File: config.mk
export PLATFORM = sky130hd
export DESIGN_NAME = pipeline_hazard_ctrl
export DESIGN_NICKNAME = d
export VERILOG_FILES = /design/src/rtl/pipeline_hazard_ctrl_pkg.sv /design/src/rtl/hazard_stage_reg.sv /design/src/rtl/pipeline_hazard_ctrl.sv
export SDC_FILE = /design/constraint.sdc
export NUM_CORES = 1
export LEC_CHECK = 0
export BUFFER_PORTS_ARGS = -buffer_cell sky130_fd_sc_hd__buf_2
export CORE_MARGIN = 3
export CORE_UTILIZATION = 55
export DETAILED_ROUTE_END_ITERATION = 8
export PLACE_DENSITY = 0.78
export SYNTH_ARGS = -nofsm -noshare
export SYNTH_HDL_FRONTEND = slang
export SYNTH_HIERARCHICAL = 1
export SYNTH_SLANG_ARGS = --single-unit
File: constraint.sdc
create_clock -name clk -period 5.75 [get_ports clk]
set_clock_uncertainty 0.15 [all_clocks]
set_input_delay 0.575 -clock clk [delete_from_list [all_inputs] [get_ports clk]]
set_output_delay 0.575 -clock clk [all_outputs]
set_load 0.005 [all_outputs]
File: src/rtl/pipeline_hazard_ctrl_pkg.sv
// Shared definitions for the pipeline hazard controller: forwarding select
// encodings, the PC register index and the per-stage control record.
package pipeline_hazard_ctrl_pkg;

  localparam logic [1:0] FWD_RF = 2'b00;
  localparam logic [1:0] FWD_W  = 2'b01;
  localparam logic [1:0] FWD_M  = 2'b10;

  localparam logic [3:0] PC_REG = 4'd15;

  typedef struct packed {
    logic       valid;
    logic [3:0] ra1;
    logic [3:0] ra2;
    logic [3:0] wa3;
    logic       regwrite;
    logic       memtoreg;
    logic       memwrite;
  } stage_ctrl_t;

  // A stage that writes the PC register redirects fetch once it retires.
  function automatic logic writes_pc(input stage_ctrl_t s, input logic [3:0] pc_reg);
    return s.regwrite && (s.wa3 == pc_reg);
  endfunction

  // M-stage result is younger than W, so it wins when both match.
  function automatic logic [1:0] fwd_select(input logic [3:0]  src,
                                            input stage_ctrl_t m,
                                            input stage_ctrl_t w,
                                            input logic [3:0]  pc_reg);
    if (src == pc_reg)
      return FWD_RF;
    if (m.valid && m.regwrite && (src == m.wa3))
      return FWD_M;
    if (w.valid && w.regwrite && (src == w.wa3))
      return FWD_W;
    return FWD_RF;
  endfunction

endpackage

File: src/rtl/hazard_stage_reg.sv
// One shadow pipeline stage of control state, with hold and bubble controls.
module hazard_stage_reg
  import pipeline_hazard_ctrl_pkg::*;
(
  input  logic        clk,
  input  logic        rst_n,
  input  logic        i_hold,
  input  logic        i_bubble,
  input  stage_ctrl_t i_d,
  output stage_ctrl_t o_q
);

  stage_ctrl_t r_q;

  always_ff @(posedge clk or negedge rst_n) begin
    if (!rst_n)
      r_q <= '0;
    else if (i_hold)
      r_q <= r_q;
    else if (i_bubble)
      r_q <= '0;
    else
      r_q <= i_d;
  end

  assign o_q = r_q;

endmodule

File: src/rtl/pipeline_hazard_ctrl.sv
// Hazard/sequencing controller for the 5-stage pipeline: forwarding selects,
// stall/flush enables, memory wait handling and a stall-cycle counter.
module pipeline_hazard_ctrl
  import pipeline_hazard_ctrl_pkg::*;
#(
  parameter int unsigned CNT_W  = 32,
  parameter logic [3:0]  PC_REG = pipeline_hazard_ctrl_pkg::PC_REG
) (
  input  logic             clk,
  input  logic             reset,
  input  logic [3:0]       RA1D,
  input  logic [3:0]       RA2D,
  input  logic [3:0]       WA3D,
  input  logic             RegWriteD,
  input  logic             MemtoRegD,
  input  logic             MemWriteD,
  input  logic             BranchTakenE,
  input  logic             MemReadyM,
  output logic             MemReqM,
  output logic [1:0]       ForwardAE,
  output logic [1:0]       ForwardBE,
  output logic             StallF,
  output logic             StallD,
  output logic             StallE,
  output logic             StallM,
  output logic             FlushD,
  output logic             FlushE,
  output logic             FlushW,
  output logic [CNT_W-1:0] StallCycles
);

  stage_ctrl_t      w_d;
  stage_ctrl_t      w_e;
  stage_ctrl_t      w_m;
  stage_ctrl_t      w_w;
  logic             w_mem_wait;
  logic             w_ldr_stall;
  logic             w_pcwr_pend;
  logic [CNT_W-1:0] r_stall_cycles;

  assign w_d = '{valid:    1'b1,
                 ra1:      RA1D,
                 ra2:      RA2D,
                 wa3:      WA3D,
                 regwrite: RegWriteD,
                 memtoreg: MemtoRegD,
                 memwrite: MemWriteD};

  assign MemReqM    = w_m.valid && (w_m.memtoreg || w_m.memwrite);
  assign w_mem_wait = MemReqM && !MemReadyM;

  assign w_ldr_stall = w_e.valid && w_e.memtoreg && w_e.regwrite &&
                       ((RA1D == w_e.wa3) || (RA2D == w_e.wa3));

  assign w_pcwr_pend = (RegWriteD && (WA3D == PC_REG)) ||
                       writes_pc(w_e, PC_REG) || writes_pc(w_m, PC_REG);

  // Memory wait freezes everything up to M and drains W; branches wait for release.
  always_comb begin
    StallF = 1'b0;
    StallD = 1'b0;
    StallE = 1'b0;
    StallM = 1'b0;
    FlushD = 1'b0;
    FlushE = 1'b0;
    FlushW = 1'b0;
    if (w_mem_wait) begin
      StallF = 1'b1;
      StallD = 1'b1;
      StallE = 1'b1;
      StallM = 1'b1;
      FlushW = 1'b1;
    end else begin
      StallF = w_ldr_stall || w_pcwr_pend;
      StallD = w_ldr_stall;
      FlushD = w_pcwr_pend || writes_pc(w_w, PC_REG) || BranchTakenE;
      FlushE = w_ldr_stall || BranchTakenE;
    end
  end

  assign ForwardAE = fwd_select(w_e.ra1, w_m, w_w, PC_REG);
  assign ForwardBE = fwd_select(w_e.ra2, w_m, w_w, PC_REG);

  hazard_stage_reg u_stage_e (
    .clk      (clk),
    .rst_n    (reset),
    .i_hold   (w_mem_wait),
    .i_bubble (FlushE),
    .i_d      (w_d),
    .o_q      (w_e)
  );

  hazard_stage_reg u_stage_m (
    .clk      (clk),
    .rst_n    (reset),
    .i_hold   (w_mem_wait),
    .i_bubble (1'b0),
    .i_d      (w_e),
    .o_q      (w_m)
  );

  hazard_stage_reg u_stage_w (
    .clk      (clk),
    .rst_n    (reset),
    .i_hold   (1'b0),
    .i_bubble (w_mem_wait),
    .i_d      (w_m),
    .o_q      (w_w)
  );

  always_ff @(posedge clk or negedge reset) begin
    if (!reset)
      r_stall_cycles <= '0;
    else if (StallF && (r_stall_cycles != '1))
      r_stall_cycles <= r_stall_cycles + CNT_W'(1);
  end

  assign StallCycles = r_stall_cycles;

  logic w_unused_w;
  assign w_unused_w = ^{w_w.ra1, w_w.ra2, w_w.memtoreg, w_w.memwrite};

endmodule
Yosys cells after proc, flatten, opt, wreduce, memory -nomap -nowiden:

Cells that the tools add are included.

* bits in read-only memories: 0
* memory bits (writable): 0
* latch bits: 0
* logic and storage cells: 88
* output and inout port bits: 44
* memories kept: 0
* input bits: 19
* flip-flop bits (word level): 70

* bitwise logic cells: 0
* reduce and logical (&&, ||, !) cells: 25
* order comparisons: 0
* multipliers: 0
* add/sub/neg operators: 1
* mux-type cells: 31
* shift-type cells: 0
* equality and inequality tests: 13
* div/mod/pow operators: 0

Operators by type and width (count)
* 32-bit by 1-bit adder with 32-bit output, second input constant: 1
* 16-bit 2-to-1 mux: 2
* 32-bit inequality test, second input constant: 1
* 4-bit == test: 6
* 4-bit == test, second input constant: 6
* 2-bit 2-to-1 mux: 12
* 1-bit 2-to-1 mux: 17
* 1-bit logical AND: 16
* 1-bit logical OR: 8
* 1-bit logical NOT: 1

Longest topological paths before layout:

* depth after elaboration: 9
* mapped depth: 8
* depth with buffers taken out: 7

By module:

Netlist, hierarchy kept.

Modules (own cells, without submodules)
* pipeline_hazard_ctrl: seq. area each 800.8 sq um, area each 2113.3 sq um, times used 1, cells an instance 218
* hazard_stage_reg: seq. area each 400.4 sq um, area each 671.9 sq um, times used 3, cells an instance 67

Worst setup path after synthesis:

Ideal clock, no wire load.

* path kind: input port to flip-flop
* start: input port MemReadyM
* end: register r_stall_cycles[21], in the netlist StallCycles[21]
* arrival time: 2.325 ns
* library setup time: 0.079 ns
* path slack: 3.196 ns
* path buffers: 1
* data required time: 5.521 ns
* stages on the path: 6
* path through: nor2_1 nand4b_1 o21ai_2 buf_2 nor4_1 xor2_1

* word-level cells in the longest chain between the ends: 4

RTL lines
* start: declaration: RTL line pipeline_hazard_ctrl.sv:18 `input logic MemReadyM,`
* 1-bit logical NOT: RTL line pipeline_hazard_ctrl.sv:50 `assign w_mem_wait = MemReqM && !MemReadyM;`
* 1-bit logical AND: RTL line pipeline_hazard_ctrl.sv:50
* 1-bit 2-to-1 mux: RTL line pipeline_hazard_ctrl.sv:67 `if (w_mem_wait) begin`
* 1-bit logical AND: RTL line pipeline_hazard_ctrl.sv:114 `else if (StallF && (r_stall_cycles != '1))`
* end signal: assignment: RTL line pipeline_hazard_ctrl.sv:115 `r_stall_cycles <= r_stall_cycles + CNT_W'(1);`
* end: declaration: RTL line pipeline_hazard_ctrl.sv:39 `logic [CNT_W-1:0] r_stall_cycles;`

No other way between the ends.
A chain may end at the register's enable or synchronous reset.

Worst setup path in the final report:

* start: register u_stage_e.r_q, in the netlist u_stage_e/o_q[5]
* end: output port FlushE

* word-level cells in the longest chain between the ends: 5
* elaborated cells on any way between the ends: 6
* classes of those cells: eq/ne (2); mux (1); reduce/logical (3)

RTL lines
* start: declaration: RTL line hazard_stage_reg.sv:13 `stage_ctrl_t r_q;`
* start signal: assignment: RTL line hazard_stage_reg.sv:19 `r_q <= r_q;`
* start signal: assignment: RTL line hazard_stage_reg.sv:23 `r_q <= i_d;`
* 4-bit == test: RTL line pipeline_hazard_ctrl.sv:53 `((RA1D == w_e.wa3) || (RA2D == w_e.wa3));`
* 1-bit logical OR *: RTL line pipeline_hazard_ctrl.sv:53
* 1-bit logical AND *: RTL line pipeline_hazard_ctrl.sv:52 `assign w_ldr_stall = w_e.valid && w_e.memtoreg && w_e.regwrite &&`
* 1-bit logical OR *: RTL line pipeline_hazard_ctrl.sv:77 `FlushE = w_ldr_stall || BranchTakenE;`
* 1-bit 2-to-1 mux *: RTL line pipeline_hazard_ctrl.sv:67
* end: declaration: RTL line pipeline_hazard_ctrl.sv:27 `output logic FlushE,`

Mark *: on every way between the ends. The rest lies on a longest branch, timed or not.

==> results.json <==
{
  "clock-sinks": 62,
  "cts_tree": "done",
  "ir_worst_vdd_mv": 0.232,
  "cts.path.max_buffers": 2,
  "slowest_delay_ns": 0.64,
  "cts_root_buffer": "clkbuf_8",
  "dieArea_sq_um": 7180,
  "cp_max_fo": 17,
  "final_cell_mix": "dfrtp_1 (62), buf_2 (62), nand2_1 (42)",
  "yosys_warnings": 6,
  "fill_cells": 502,
  "first_pass_iters": 6,
  "drc": 0,
  "num_vias": 2700,
  "slowest_stage": "nor2_1",
  "fp.dieW_um": 84.7,
  "place_congestion": 0.892,
  "worstSetupPathType": "flip-flop to output pin",
  "routedWlPerCell_um": 14.7,
  "cap_violations": 0,
  "antenna_found_initial": 0,
  "synthCells": 349,
  "rows": 28,
  "setup_ws_ns": 2.74,
  "max_freq_ghz": 0.333,
  "drv_slew": 0,
  "wl_met2_um": 3380,
  "period_share_pct": 52.3,
  "viasPerCell": 5.48,
  "syn_area_per_cell_sq_um": 9.77,
  "dr.first_iter.drc_count": 168,
  "comb_power_share_pct": 9.8,
  "setup_viol": 0,
  "grt_max_degree": 63,
  "hold_path.class": "primary input to asynchronous set/reset pin",
  "path_buf_inv": 1,
  "core_sq_um": 5960,
  "fin_nets": 433,
  "cts_hold_buffers": 0,
  "grt_first_pass_wirelength_um": 12400,
  "diodes": 0,
  "syn_to_final_growth_pct": 15.1,
  "arrival_ns": 2.28,
  "grt_usage_pct": 21.4,
  "layout-drive-gt1-share_pct": 24.2,
  "p_seq_share_pct": 50.7,
  "grt_pass1_vias": 2541,
  "worstPathCellList": "xnor2_1, nand4_1, a21oi_2, nor2_1, nor2_1, buf_2",
  "postRouteAntennaNets": 0,
  "p_leak_nw": 2.00,
  "multi_input_area_sq_um": 1730,
  "post-route-min-period_ns": 3.01,
  "slew_headroom_pct": 43.4,
  "outcome": "complete, no violations",
  "die_h_um": 84.7,
  "gr-total-overflow": 0,
  "rsz0062_at_grt": "false",
  "pwr-share-clk_pct": 39.5,
  "finalHoldViolCount": 0,
  "p_switching_uw": 253,
  "cp_data_required_time_ns": 5.03,
  "path_common_cell": "nor2_1",
  "fin_tns_setup_ns": 0,
  "cts_setup_buffers": 0,
  "startpoint_type": "flip-flop",
  "regArea_sq_um": 1550,
  "top_layer_used": "met4",
  "clock_latency_ns": 0.33,
  "totalWireLength_um": 7260,
  "wl_met1_um": 3430,
  "worstMarginPinSlew_ns": 0.846,
  "hpwl_um": 5190,
  "syn_area_sq_um": 3410,
  "power_uw": 981,
  "internal_power_uw": 728,
  "io_pins": 63,
  "htree_levels": 3,
  "worstSetupEndpointType": "output pin",
  "postCtsResizedCells": 0,
  "p_per_area_nw_per_um2": 250,
  "place_ws_ns": 2.90,
  "cpLargestDelayFamily": "simple AND/OR/NAND/NOR gates",
  "clkSlewWorstSetupHoldPaths_ns": 0.06,
  "start_util_pct": 57.2,
  "io_buffers": 62,
  "swShare_pct": 25.8,
  "dr_wl_met3_um": 330,
  "numCtsBuffers": 9
}
state kept, by name (all words and copies together) (netlist names):
name,count
StallCycles,32
u_stage_m/o_q,8
u_stage_w/o_q,6
u_stage_e/o_q,16
metrics by stage:
step	area, sq um	hold WS (ns)	util [%]	instances
after global routing	3920	0.324	65.9	493
after detailed placement	3720	0.332	62.5	477
after floorplan	3430	0.129	-	356
after global placement	3720	0.315	62.5	477
final	3920	0.252	65.9	493
after CTS	3920	0.281	65.9	493
worst register-to-register path, cell delays in order (launching register included):
cell	delay, ns
dfrtp_1	0.46
ha_1	0.30
nand4_1	0.15
nor3_1	0.21
nand4bb_1	0.15
o21ai_2	0.08
buf_4	0.39
mux2_2	0.40
power groups by stage:
stage	clock network, mW	registers (mW)	logic [mW]
after floorplan	0	0.496	0.0584
after global placement	0	0.503	0.0924
after detailed placement	0	0.505	0.0960
after CTS	0.395	0.497	0.0964
after global routing	0.419	0.501	0.107
final	0.388	0.497	0.0958
per-layer routing:
layer	vias to the layer above	track usage (%)
met1	1317	31.2
met4	0	7.34
met3	10	4.32
li1	1310	-
met5	-	0
met2	63	31.8
layout make-up:
cell class / instances / area share (%)
timing repair buffer: 65 / 8.48
tap: 75 / 2.39
multi-input combinational: 270 / 44.0
sequential: 62 / 39.5
clock inverter: 3 / 1.08
clock buffer: 13 / 4.05
inverter: 5 / 0.478
worst paths after layout:
check	slack (ns)	start	end	cells past startpoint
setup / recovery	2.74	u_stage_e/o_q[5]$_DFFE_PN0N_	FlushE	6
hold / removal	0.25	reset	u_stage_w/o_q[6]$_DFFE_PN0N_	2
setup reg to reg	3.35	StallCycles[0]$_DFFE_PN0P_	StallCycles[1]$_DFFE_PN0P_	7
hold reg to reg	0.34	StallCycles[27]$_DFFE_PN0P_	StallCycles[27]$_DFFE_PN0P_	1
max in group asynchronous	4.68	reset	StallCycles[4]$_DFFE_PN0P_	2
min in group clk	0.34	RA1D[2]	u_stage_e/o_q[13]$_DFFE_PN0N_	2
Power figures use the tool's default switching activity.
